<file path="src/rtl/mips_pkg.sv">
// Shared definitions for the MIPS pipeline: ALU op codes, forward selects, widths.
package mips_pkg;

  localparam int unsigned DEF_DATA_W = 32;
  localparam int unsigned DEF_REG_W  = 5;

  // ALU operation select; 3'b011 is reserved and yields zero.
  typedef enum logic [2:0] {
    ALU_AND  = 3'b000,
    ALU_OR   = 3'b001,
    ALU_ADD  = 3'b010,
    ALU_ANDN = 3'b100,
    ALU_ORN  = 3'b101,
    ALU_SUB  = 3'b110,
    ALU_SLT  = 3'b111
  } alu_op_e;

  // Operand forward select; 2'b11 is reserved and behaves as FWD_RF.
  typedef enum logic [1:0] {
    FWD_RF  = 2'b00,
    FWD_WB  = 2'b01,
    FWD_MEM = 2'b10
  } fwd_sel_e;

endpackage

</file>
<file path="src/rtl/ex_stage_alu.sv">
// Combinational ALU for the execute stage: logic ops, wrapping add/sub, signed SLT.
module alu_unit
  import mips_pkg::*;
#(
  parameter int unsigned DATA_W = DEF_DATA_W
) (
  input  logic [DATA_W-1:0] A,
  input  logic [DATA_W-1:0] B,
  input  logic [2:0]        ALUControl,
  output logic [DATA_W-1:0] result,
  output logic              zero
);

  // Select the ALU result; reserved encoding produces zero.
  always_comb begin
    result = '0;
    case (ALUControl)
      ALU_AND:  result = A & B;
      ALU_OR:   result = A | B;
      ALU_ADD:  result = A + B;
      ALU_ANDN: result = A & ~B;
      ALU_ORN:  result = A | ~B;
      ALU_SUB:  result = A - B;
      ALU_SLT:  result = {{(DATA_W-1){1'b0}}, ($signed(A) < $signed(B))};
      default:  result = '0;
    endcase
  end

  assign zero = (result == '0);

endmodule

</file>
<file path="src/rtl/ex_stage.sv">
// Execute stage: operand forwarding, ALU, destination select, branch target, EX/MEM register.
module ex_stage
  import mips_pkg::*;
#(
  parameter int unsigned DATA_W = DEF_DATA_W,
  parameter int unsigned REG_W  = DEF_REG_W
) (
  input  logic              CLK,
  input  logic              RST,
  input  logic              RegWriteE,
  input  logic              MemToRegE,
  input  logic              MemWriteE,
  input  logic              BranchE,
  input  logic              ALUSrcE,
  input  logic              RegDstE,
  input  logic [2:0]        ALUControlE,
  input  logic [DATA_W-1:0] RD1E,
  input  logic [DATA_W-1:0] RD2E,
  input  logic [REG_W-1:0]  RTE,
  input  logic [REG_W-1:0]  RDE,
  input  logic [DATA_W-1:0] SignImmE,
  input  logic [DATA_W-1:0] PCPlus4E,
  input  logic [1:0]        ForwardAE,
  input  logic [1:0]        ForwardBE,
  input  logic [DATA_W-1:0] ResultW,
  input  logic              StallM,
  input  logic              FlushM,
  output logic              RegWriteM,
  output logic              MemToRegM,
  output logic              MemWriteM,
  output logic              BranchM,
  output logic              ZeroM,
  output logic              ValidM,
  output logic [DATA_W-1:0] ALUOutM,
  output logic [DATA_W-1:0] WriteDataM,
  output logic [REG_W-1:0]  WriteRegM,
  output logic [DATA_W-1:0] PCBranchM
);

  logic [DATA_W-1:0] srcA;
  logic [DATA_W-1:0] fwdB;
  logic [DATA_W-1:0] srcB;
  logic [DATA_W-1:0] aluResult;
  logic              aluZero;
  logic [REG_W-1:0]  writeReg;
  logic [DATA_W-1:0] pcBranch;

  // Operand A forwarding; the MEM path reads the current (pre-update) ALUOutM.
  always_comb begin
    srcA = RD1E;
    case (ForwardAE)
      FWD_WB:  srcA = ResultW;
      FWD_MEM: srcA = ALUOutM;
      default: srcA = RD1E;
    endcase
  end

  // Operand B forwarding; store data is taken here, ahead of the immediate mux.
  always_comb begin
    fwdB = RD2E;
    case (ForwardBE)
      FWD_WB:  fwdB = ResultW;
      FWD_MEM: fwdB = ALUOutM;
      default: fwdB = RD2E;
    endcase
  end

  assign srcB     = ALUSrcE ? SignImmE : fwdB;
  assign writeReg = RegDstE ? RDE : RTE;
  assign pcBranch = PCPlus4E + (SignImmE << 2);

  alu_unit #(
    .DATA_W(DATA_W)
  ) u_alu (
    .A         (srcA),
    .B         (srcB),
    .ALUControl(ALUControlE),
    .result    (aluResult),
    .zero      (aluZero)
  );

  // EX/MEM register: reset, then flush (bubble), then stall (hold), else load.
  always_ff @(posedge CLK or posedge RST) begin
    if (RST) begin
      RegWriteM  <= 1'b0;
      MemToRegM  <= 1'b0;
      MemWriteM  <= 1'b0;
      BranchM    <= 1'b0;
      ZeroM      <= 1'b0;
      ValidM     <= 1'b0;
      ALUOutM    <= '0;
      WriteDataM <= '0;
      WriteRegM  <= '0;
      PCBranchM  <= '0;
    end else if (FlushM) begin
      RegWriteM  <= 1'b0;
      MemToRegM  <= 1'b0;
      MemWriteM  <= 1'b0;
      BranchM    <= 1'b0;
      ZeroM      <= 1'b0;
      ValidM     <= 1'b0;
      ALUOutM    <= '0;
      WriteDataM <= '0;
      WriteRegM  <= '0;
      PCBranchM  <= '0;
    end else if (!StallM) begin
      RegWriteM  <= RegWriteE;
      MemToRegM  <= MemToRegE;
      MemWriteM  <= MemWriteE;
      BranchM    <= BranchE;
      ZeroM      <= aluZero;
      ValidM     <= 1'b1;
      ALUOutM    <= aluResult;
      WriteDataM <= fwdB;
      WriteRegM  <= writeReg;
      PCBranchM  <= pcBranch;
    end
  end

endmodule

</file>
<file path="config.mk">
export PLATFORM = sky130hd
export DESIGN_NAME = ex_stage
export DESIGN_NICKNAME = d
export VERILOG_FILES = /design/src/rtl/mips_pkg.sv /design/src/rtl/ex_stage_alu.sv /design/src/rtl/ex_stage.sv
export SDC_FILE = /design/constraint.sdc
export NUM_CORES = 1
export LEC_CHECK = 0
export CORE_MARGIN = 5
export CORE_UTILIZATION = 40
export CTS_CLUSTER_SIZE = 10
export DETAILED_ROUTE_END_ITERATION = 8
export PLACE_DENSITY = 0.69
export SLEW_MARGIN = 20
export SYNTH_ARGS = -nofsm -noshare
export SYNTH_HDL_FRONTEND = slang
export SYNTH_SLANG_ARGS = --single-unit
</file>
<file path="constraint.sdc">
create_clock -name CLK -period 3.9 [get_ports CLK]
set_clock_uncertainty 0.05 [all_clocks]
set_input_delay 0.78 -clock CLK [delete_from_list [all_inputs] [get_ports CLK]]
set_output_delay 0.78 -clock CLK [all_outputs]
set_load 0.02 [all_outputs]
</file>
=== After elaboration in Yosys (flattened, before gate mapping) ===
Index checks and enable logic that the tools add are counted.

* Logic and storage cells: 57
* Output and inout bits: 107
* Register bits after elaboration: 107
* Input bits: 187

* Magnitude comparators: 1
* Equality and inequality tests: 11
* Multiplexer cells: 25
* Add/sub/neg operators: 3
* Bitwise gates (word level): 5
* Reduce and logical (&&, ||, !) cells: 2

{| class="wikitable"
|+ Operator list
! cell !! number
|-
| $mux 32 || 7
|-
| $pmux 32 s7 || 1
|-
| $pmux 32 s2 || 2
|-
| $add 32x32->32 || 2
|-
| $and 32x32->32 || 2
|-
| $or 32x32->32 || 2
|-
| $logic_not 32->1 || 1
|-
| $lt 32x32->1 || 1
|-
| $not 32->32 || 1
|-
| $sub 32x32->32 || 1
|-
| $mux 5 || 3
|-
| $eq 3x3->1 const B || 4
|-
| $mux 1 || 12
|-
| $eq 2x1->1 const B || 2
|-
| $eq 2x2->1 const B || 2
|-
| $eq 3x1->1 const B || 1
|-
| $eq 3x2->1 const B || 1
|-
| $logic_not 3->1 || 1
|-
| $ne 2x1->1 const B || 1
|}

=== Depth between registers and ports, before layout ===
Gate-level depths: netlist of run 1.

* Depth after elaboration: 9
* Depth in mapped cells: 23
* Gate-level depth less buffers: 21

=== Cells and area by module ===
From an unflattened synthesis of run 1, not the netlist that was laid out.

* Cells, all modules: 1,696
* Area, all modules: 12,445.7 um2

{| class="wikitable"
|+ Modules (own cells, without submodules)
! module !! seq. area each (um2) !! area an instance (um2) !! instances !! cells each
|-
| ex_stage || 2,677.6 || 7,209.4 || 1 || 898
|-
| alu_unit || 0.0 || 5,236.3 || 1 || 798
|}

=== Least setup slack after synthesis of run 1 ===
No wires, ideal clock.

* Kind: input to register
* Start point: input ForwardBE[0]
* End point: register ZeroM
* Stages: 21
* Slack: -1,345 ps
* Arrival: 5,128 ps
* Path buffers: 2
* Setup time: 66 ps
* Data required time: 3,784 ps
* Cell sequence: inv_1 -> ha_1 -> buf_2 -> buf_2 -> a221oi_1 -> o31ai_1 -> ha_1 -> inv_1 -> fa_1 -> nand2b_1 -> a2111oi_1 -> a2111oi_0 -> nor3_1 -> nor2_1 -> o21ai_0 -> nand3_1 -> a21oi_1 -> xnor2_1 -> o221ai_1 -> nor4_1 -> a41o_1

* Longest elaborated chain between the ends: 9
* Elaborated cells between the ends (all ways): 16
* Those cells by class: add/sub: 2; order compare: 1; eq/ne: 2; mux: 5; bitwise: 5; reduce/logical: 1

{| class="wikitable"
|+ RTL lines
! element !! RTL line !! source
|-
| from (decl) || ex_stage.sv:24 || <nowiki>input logic [1:0] ForwardBE,</nowiki>
|-
| $eq 2x2->1 or $eq 2x1->1 (tied branches) || ex_stage.sv:61 || <nowiki>case (ForwardBE)</nowiki>
|-
| $pmux 32 s2 * || ex_stage.sv:61 ||
|-
| $mux 32 * || ex_stage.sv:68 || <nowiki>assign srcB = ALUSrcE ? SignImmE : fwdB;</nowiki>
|-
| parallel branches: the longest is 2 deep, another holds $sub 32x32->32 || - ||
|-
| $pmux 32 s7 * || ex_stage_alu.sv:17 || <nowiki>case (ALUControl)</nowiki>
|-
| $logic_not 32->1 * || ex_stage_alu.sv:29 || <nowiki>assign zero = (result == '0);</nowiki>
|-
| $mux 1 * || ex_stage.sv:106 || <nowiki>end else if (!StallM) begin</nowiki>
|-
| $mux 1 * || ex_stage.sv:95 || <nowiki>end else if (FlushM) begin</nowiki>
|-
| to (signal assigned) || ex_stage.sv:111 || <nowiki>ZeroM <= aluZero;</nowiki>
|-
| to (decl) || ex_stage.sv:32 || <nowiki>output logic ZeroM,</nowiki>
|}

Every way passes the cells marked *. The select of a mux whose other input is x is not followed.
A chain may end at the register's enable or synchronous reset.

=== Worst setup path after layout of run 1 ===
* Start point: input ResultW[0]
* End point: register ZeroM

* Longest elaborated chain between the ends: 8
* Elaborated cells between the ends (all ways): 15
* Those cells by class: add/sub: 2; order compare: 1; mux: 6; bitwise: 5; reduce/logical: 1

{| class="wikitable"
|+ RTL lines
! element !! RTL line !! source
|-
| from (decl) || ex_stage.sv:25 || <nowiki>input logic [DATA_W-1:0] ResultW,</nowiki>
|-
| parallel branches: the longest is 4 deep, another holds $sub 32x32->32 || - ||
|-
| $pmux 32 s7 * || ex_stage_alu.sv:17 ||
|-
| $logic_not 32->1 * || ex_stage_alu.sv:29 ||
|-
| $mux 1 * || ex_stage.sv:106 ||
|-
| $mux 1 * || ex_stage.sv:95 ||
|}

Marked as above.

==> flow_summary.ini, run 1 <==
[run]
maxCapViolCount = 0

[power]
p_per_area_nw_per_um2 = 319.4
power_mw = 6.966
worst_ir_drop_vdd_v = 0.0002465
leakagePower_nw = 9.653

[synthesis]
netlist_instances = 1650
synth_top_area_cell = dfrtp_1
synth_mux_area_frac = 0.01901
synth_top_family_by_area = compound AO/OA/AOI/OAI gates
synth-edff-count = 0
synthesis.nets = 1935
synth_xor_area_frac = 0.06147
yosysWarnings = 0
yosys.area.top_type_share = 0.2211
synth.area.top_cells = dfrtp_1 (22%), ha_1 (9.9%), a21oi_1 (7.5%), nor2_1 (6.7%), o21ai_0 (5.4%)
syn_area_per_cell_um2 = 7.340
synth_seq_area_share = 0.2211
synthArstFlopShare = 1.000
synth_fa_ha_area_frac = 0.1215
ys_types = 85
synth_ff_type = dfrtp_1
yosys.area_share.simple = 0.1926
synth_compound_area_frac = 0.3183
synth_seq_cells = 107
syn_area_um2 = 12110

[cells_and_area]
final_cell_mix = buf_4 (524), clkdlybuf4s50_1 (282), nor2_1 (197)
fin_area_um2 = 21810
area_growth_pct = 80.08
nets = 2695
drive_gt1_frac = 0.3660
multi_input_area_um2 = 10470
seq_area_um2 = 2678
final_common_cell = buf_4
fill_cells = 2309

[global_route]
grtUsageTotal = 0.3612
antenna_found_initial = 7
grt_remaining_overflow = 0
grt_pass1_wl_mm = 96.01
grt_max_degree = 167
grt_pass1_vias = 16310

[cts]
cts.sinks = 107
clockBufferDepth = 2
ctsHoldBuffers = 0
cts-buffers-inserted = 9
clk_pin_slew_worst_paths_ns = 0.08
cts.htree.levels = 3
cts_root_buf = clkbuf_16
tritoncts = built
clk_latency_ns = 0.36

[die]
rows = 63
die_w_um = 184
initial_core_util = 0.4064
io_pins = 294
core_um2 = 29800
fp.dieH_um = 184
die_area_um2 = 33860

[worst_setup_path]
regToRegSetupSlack_ns = -0.58
worstSetupPathType = in2reg
cp-start-kind = input pin
rr_endpoint = ZeroM$_DFFE_PP0P_
crit_arrival_ns = 5.14
reg2reg_depth = 19
worstPathMaxFanout = 3
r2r_start = ALUOutM[0]$_DFFE_PP0P_
setup.worst_path.start = ResultW[0]
critPathRequiredTime_ns = 4.16
crit_path_end_kind = flop

[timing]
setup_viol = 25
setup_ws_ns = -0.9891
max_freq_mhz = 204.5
hold_viol_final = 0
setup_tns_ns = -14.02
finalCritPeriodShare = 1.254
slew_headroom = 0.4007
period_needed_ns = 4.889
worst_pin_slew_ns = 0.8989
finalMaxSlewViolations = 0
rsz0062_at_grt = yes

[outcome]
violations = setup timing
status = finished, violations left

[detailed_routing]
firstDrtPassIters = 6
drt.antenna.violating_nets = 0
via_per_inst = 5.822
drtIter0Drc = 1622
routedWlPerCell_um = 22.85
drc = 0
wirelength_mm = 64.17
vias = 16350

[hold_path]
worstHoldPathType = reg2reg
hold_path_depth = 2
worstHoldStart = WriteRegM[2]$_DFFE_PP0P_
holdPathEnd = WriteRegM[2]$_DFFE_PP0P_

[placed_design]
port_buffers = 293
place_hpwl_mm = 49.11
dpl-instance-area_um2 = 18990
gp_congestion = 1.043
[Yosys cell counts, types with 28 or more instances]
master and n:
a21o_1 34, a21oi_1 181, a221o_1 29, a22oi_1 45
clkbuf_1 79, dfrtp_1 107, ha_1 96, inv_1 85
nand2_1 147, nand3_1 28, nor2_1 217, o21ai_0 131
xnor2_1 72
[flip-flops by register name (all words and copies together), names as in the netlist]
register,flops
ALUOutM,32
PCBranchM,32
WriteDataM,32
WriteRegM,5
BranchM,1
MemToRegM,1
MemWriteM,1
RegWriteM,1
ValidM,1
ZeroM,1
[timing repair]
action                     CTS  global route
buffers inserted            75            27
setup endpoints to repair   33            35
pin swaps                  123           114
cloned                       0             1
resized for setup          279           148
[metal layers]
metal  up-vias  part of all wire  wire, µm  global-route usage
li1       7509                 -         -                   -
met1      7807              0.41     26390              0.4831
met5         -           0.00083        53                   0
met4         8             0.033      2111              0.1044
met2       883              0.45     28780              0.5637
met3       142              0.11      6831              0.1122
[metrics by stage]
stage	setup WS, ns	hold WS [ns]	utilization	instances
3_3_place_gp	-2.000	0.4445	0.6373	2698
2_1_floorplan	-0.6914	0.5415	-	1650
5_1_grt	-1.116	0.4871	0.7319	2808
4_1_cts	-0.9741	0.4728	0.7020	2782
3_5_place_dp	-2.085	0.4469	0.6373	2698
6_report	-0.9891	0.4687	0.7319	2808
[critical path, cell delays in order]
cell and delay, ns:
clkdlybuf4s50_1 0.53, a221oi_2 0.10, o31ai_4 0.34, ha_4 0.20, inv_2 0.04, fa_2 0.38
nand2b_4 0.16, a2111oi_4 0.34, buf_4 0.20, a211oi_4 0.08, o311ai_4 0.35, o31ai_2 0.13
xnor2_1 0.16, a22oi_1 0.20, nand2_1 0.13, nor4_2 0.29, buf_4 0.16, nand4_1 0.10
nor4_2 0.26, a41o_1 0.19
[cell families after synthesis]
kind of cell	Yosys count
buffers and inverters	203
AND/OR/NAND/NOR	522
XOR/XNOR	85
adder cells (fa/ha/maj)	121
AO/OA/AOI/OAI	589
multiplexers	23
flip-flops	107
[area by class of cell]
| type | instances | share of cell area |
|---|---|---|
| multi-input cells | 1340 | 0.4799 |
| clock inverters | 5 | 0.001893 |
| inverters | 88 | 0.01589 |
| repair buffers | 864 | 0.3452 |
| flip-flops and latches | 107 | 0.1228 |
| clock buffers | 11 | 0.01159 |
| diodes | 3 | 0.0003442 |
| well taps | 390 | 0.02238 |
[power by group]
group	internal [mW]	leakage [nW]	switching (mW)	total [mW]
registers	1.20	1.43	0.0660	1.26
clock network	0.477	0.139	0.476	0.954
logic	2.32	8.08	2.43	4.75
[how the worst max path moves through the flow]
stage | end | slack (ns) | depth (start not counted)
after detailed placement | ZeroM$_DFFE_PP0P_ | -2.09 | 22
final | ZeroM$_DFFE_PP0P_ | -0.99 | 20
after global placement | ZeroM$_DFFE_PP0P_ | -2.00 | 22
after global routing | ZeroM$_DFFE_PP0P_ | -1.12 | 25
after CTS | ZeroM$_DFFE_PP0P_ | -0.97 | 22
after floorplan | ZeroM$_DFFE_PP0P_ | -0.69 | 20
Power figures use the tool's default switching activity.
==> inputs of run 2 (changes only) <==
--- a/config.mk
+++ b/config.mk
@@ -6,10 +6,10 @@
 export NUM_CORES = 1
 export LEC_CHECK = 0
 export CORE_MARGIN = 5
-export CORE_UTILIZATION = 40
+export CORE_UTILIZATION = 25
 export CTS_CLUSTER_SIZE = 10
 export DETAILED_ROUTE_END_ITERATION = 8
-export PLACE_DENSITY = 0.69
+export PLACE_DENSITY = 0.55
 export SLEW_MARGIN = 20
 export SYNTH_ARGS = -nofsm -noshare
 export SYNTH_HDL_FRONTEND = slang
==> run 2 against run 1 <==
  * The flow still finishes with violations (setup timing)
  * Maximum frequency is 2.2% higher
  * Wire length rose by 8.1%
  * Sequential cell count is the same
  * Hold slack better by 0.0010 ns
  * Count of clock-buffer cells in the layout fell by 2
  * Global-route usage fell by 11 points
  * Combinational power rose by 6.3%
  * Power rose by 4.3%
  * Die area grew 56%
==> flow_summary.ini, run 2 (synthesized netlist as in run 1, its figures left out) <==
[outcome]
status = finished, violations left
violations = setup timing

[detailed_routing]
firstDrtPassIters = 5
vias = 16510
drt.antenna.violating_nets = 0
via_per_inst = 5.250
drc = 0
routedWlPerCell_um = 22.05
drtIter0Drc = 1155
wirelength_mm = 69.36

[worst_setup_path]
crit_arrival_ns = 5.06
r2r_start = ALUOutM[0]$_DFFE_PP0P_
crit_path_end_kind = flop
reg2reg_depth = 20
worstPathMaxFanout = 6
critPathMostFrequentCell = buf_6
critical_path.cell_chain = buf_6 -> buf_6 -> ha_4 -> buf_6 -> nor2b_4 -> o31ai_4 -> ha_2 -> inv_2 -> fa_2 -> nand2b_4 -> a2111oi_4 -> buf_4 -> buf_6 -> a211oi_4 -> o311ai_1 -> o31ai_1 -> xnor2_1 -> a22oi_2 -> nand2_1 -> nor4_2 -> buf_4 -> nand4_1 -> nor4_2 -> a41o_1
cpLargestDelayFamily = compound AO/OA/AOI/OAI gates
rr_endpoint = ZeroM$_DFFE_PP0P_
regToRegSetupSlack_ns = -0.49
cpPeakStageDelay_ns = 0.35
critPathRequiredTime_ns = 4.18
path_buf_inv = 7
cp-start-kind = input pin
path_depth = 24
setup.worst_path.start = ForwardBE[1]
worstSetupPathType = in2reg
crit_slowest_cell = fa_2
cp-endpoint = ZeroM$_DFFE_PP0P_

[timing]
rsz0062_at_grt = yes
slew_headroom = 0.2399
finalMaxSlewViolations = 0
finalCritPeriodShare = 1.227
setup_viol = 23
max_freq_mhz = 209.0
period_needed_ns = 4.785
hold_viol_final = 0
worst_pin_slew_ns = 1.140
setup_ws_ns = -0.8846

[cells_and_area]
fin_util = 0.4820
fill_cells = 4577
nets = 2810
final_cell_mix = buf_4 (612), clkdlybuf4s50_1 (282), nor2_1 (193)
reg_top3 = ALUOutM: 32 flops, PCBranchM: 32 flops, WriteDataM: 32 flops
final_common_cell = buf_4
drive_gt1_frac = 0.3938
final_cells = 3145
area_growth_pct = 90.41

[power]
worst_ir_drop_vdd_v = 0.0002292
pwr-share-seq = 0.174
p_per_area_nw_per_um2 = 315.0
intPower_mw = 4.198
pwr-share-comb = 0.695
power_switching_mw = 3.067
p_sw_frac = 0.4222
clockPowerShare = 0.131
leakagePower_nw = 10.23

[global_route]
grt_max_degree = 89
antenna_found_initial = 1
grt_pass1_wl_mm = 104.1
grt_pass1_vias = 17230
grtUsageTotal = 0.2514
grt_remaining_overflow = 0

[placed_design]
port_buffers = 293
gp_congestion = 0.9666
place_hpwl_mm = 53.18
place_inst = 2978

[cts]
clk_pin_slew_worst_paths_ns = 0.09
cts.htree.levels = 3
tritoncts = built
cts.sinks = 107
cts_root_buf = clkbuf_16
clk_latency_ns = 0.39
clockBufferDepth = 2
cts-buffers-inserted = 9
ctsHoldBuffers = 0

[die]
fp.dieH_um = 230.1
rows = 80
core_um2 = 47850
initial_core_util = 0.2531
die_area_um2 = 52940
io_pins = 294
die_w_um = 230.1

[hold_path]
worstHoldPathType = reg2reg

[run]
maxCapViolCount = 0
-- run 2: power by group through the flow --
stage / sequential (mW) / combinational, mW / clock [mW]
2_1_floorplan: 1.39 / 1.79 / 0
3_3_place_gp: 1.28 / 3.97 / 0
3_5_place_dp: 1.28 / 3.97 / 0
4_1_cts: 1.26 / 4.79 / 0.967
5_1_grt: 1.27 / 5.35 / 1.00
6_report: 1.26 / 5.05 / 0.953
-- run 2: tightest hold or removal path, stage by stage, from the launching register on --
cell     delay (ns)
dfrtp_1        0.35
a21oi_1        0.06
nor2_1         0.07
-- run 2: final cells by class --
| type | count | area, µm² | share of cell area |
|---|---|---|---|
| Clock buffer | 9 | 225.2 | 0.009767 |
| Antenna cell | 1 | 2.502 | 0.0001085 |
| Timing Repair Buffer | 979 | 8582 | 0.3722 |
| Clock inverter | 6 | 50.05 | 0.002170 |
| Multi-Input combinational cell | 1340 | 10400 | 0.4512 |
| Sequential cell | 107 | 2678 | 0.1161 |
| Inverter | 88 | 349.1 | 0.01514 |
| Tap cell | 615 | 769.5 | 0.03337 |
-- run 2: timing repair --
item                       in CTS  in global routing
cloned                          5                  0
setup buffers                 176                 29
pin swaps                     154                 74
resized for setup             304                139
setup endpoints to repair      35                 38
-- run 2: per-layer routing --
layer / track usage / routed length, µm
met1: 0.3325 / 30330
met2: 0.4189 / 32230
met3: 0.04811 / 4906
met4: 0.07304 / 1870
met5: 0 / 13
-- run 2: stage by stage --
| stage | power, mW | hold slack (ns) | TNS, ns | worst slack, ns | cell area, µm² |
|---|---|---|---|---|---|
| after floorplan | 3.178 | 0.5415 | -6.064 | -0.6914 | 12450 |
| after global placement | 5.248 | 0.4392 | -44.79 | -1.925 | 19710 |
| after detailed placement | 5.245 | 0.4316 | -45.88 | -1.979 | 19710 |
| after CTS | 7.019 | 0.4649 | -12.65 | -0.7750 | 22620 |
| after global routing | 7.622 | 0.4943 | -15.65 | -1.074 | 23060 |
| final | 7.265 | 0.4697 | -11.93 | -0.8846 | 23060 |
-- run 2: worst min path at each step --
stage	startpoint	to	slack (ns)	cells past startpoint
final	WriteRegM[3]$_DFFE_PP0P_	WriteRegM[3]$_DFFE_PP0P_	0.47	2
after global routing	WriteRegM[3]$_DFFE_PP0P_	WriteRegM[3]$_DFFE_PP0P_	0.49	2
after CTS	ValidM$_DFFE_PP0P_	ValidM$_DFFE_PP0P_	0.46	1
after detailed placement	ValidM$_DFFE_PP0P_	ValidM$_DFFE_PP0P_	0.43	1
after global placement	ValidM$_DFFE_PP0P_	ValidM$_DFFE_PP0P_	0.44	1
after floorplan	ValidM$_DFFE_PP0P_	ValidM$_DFFE_PP0P_	0.54	1
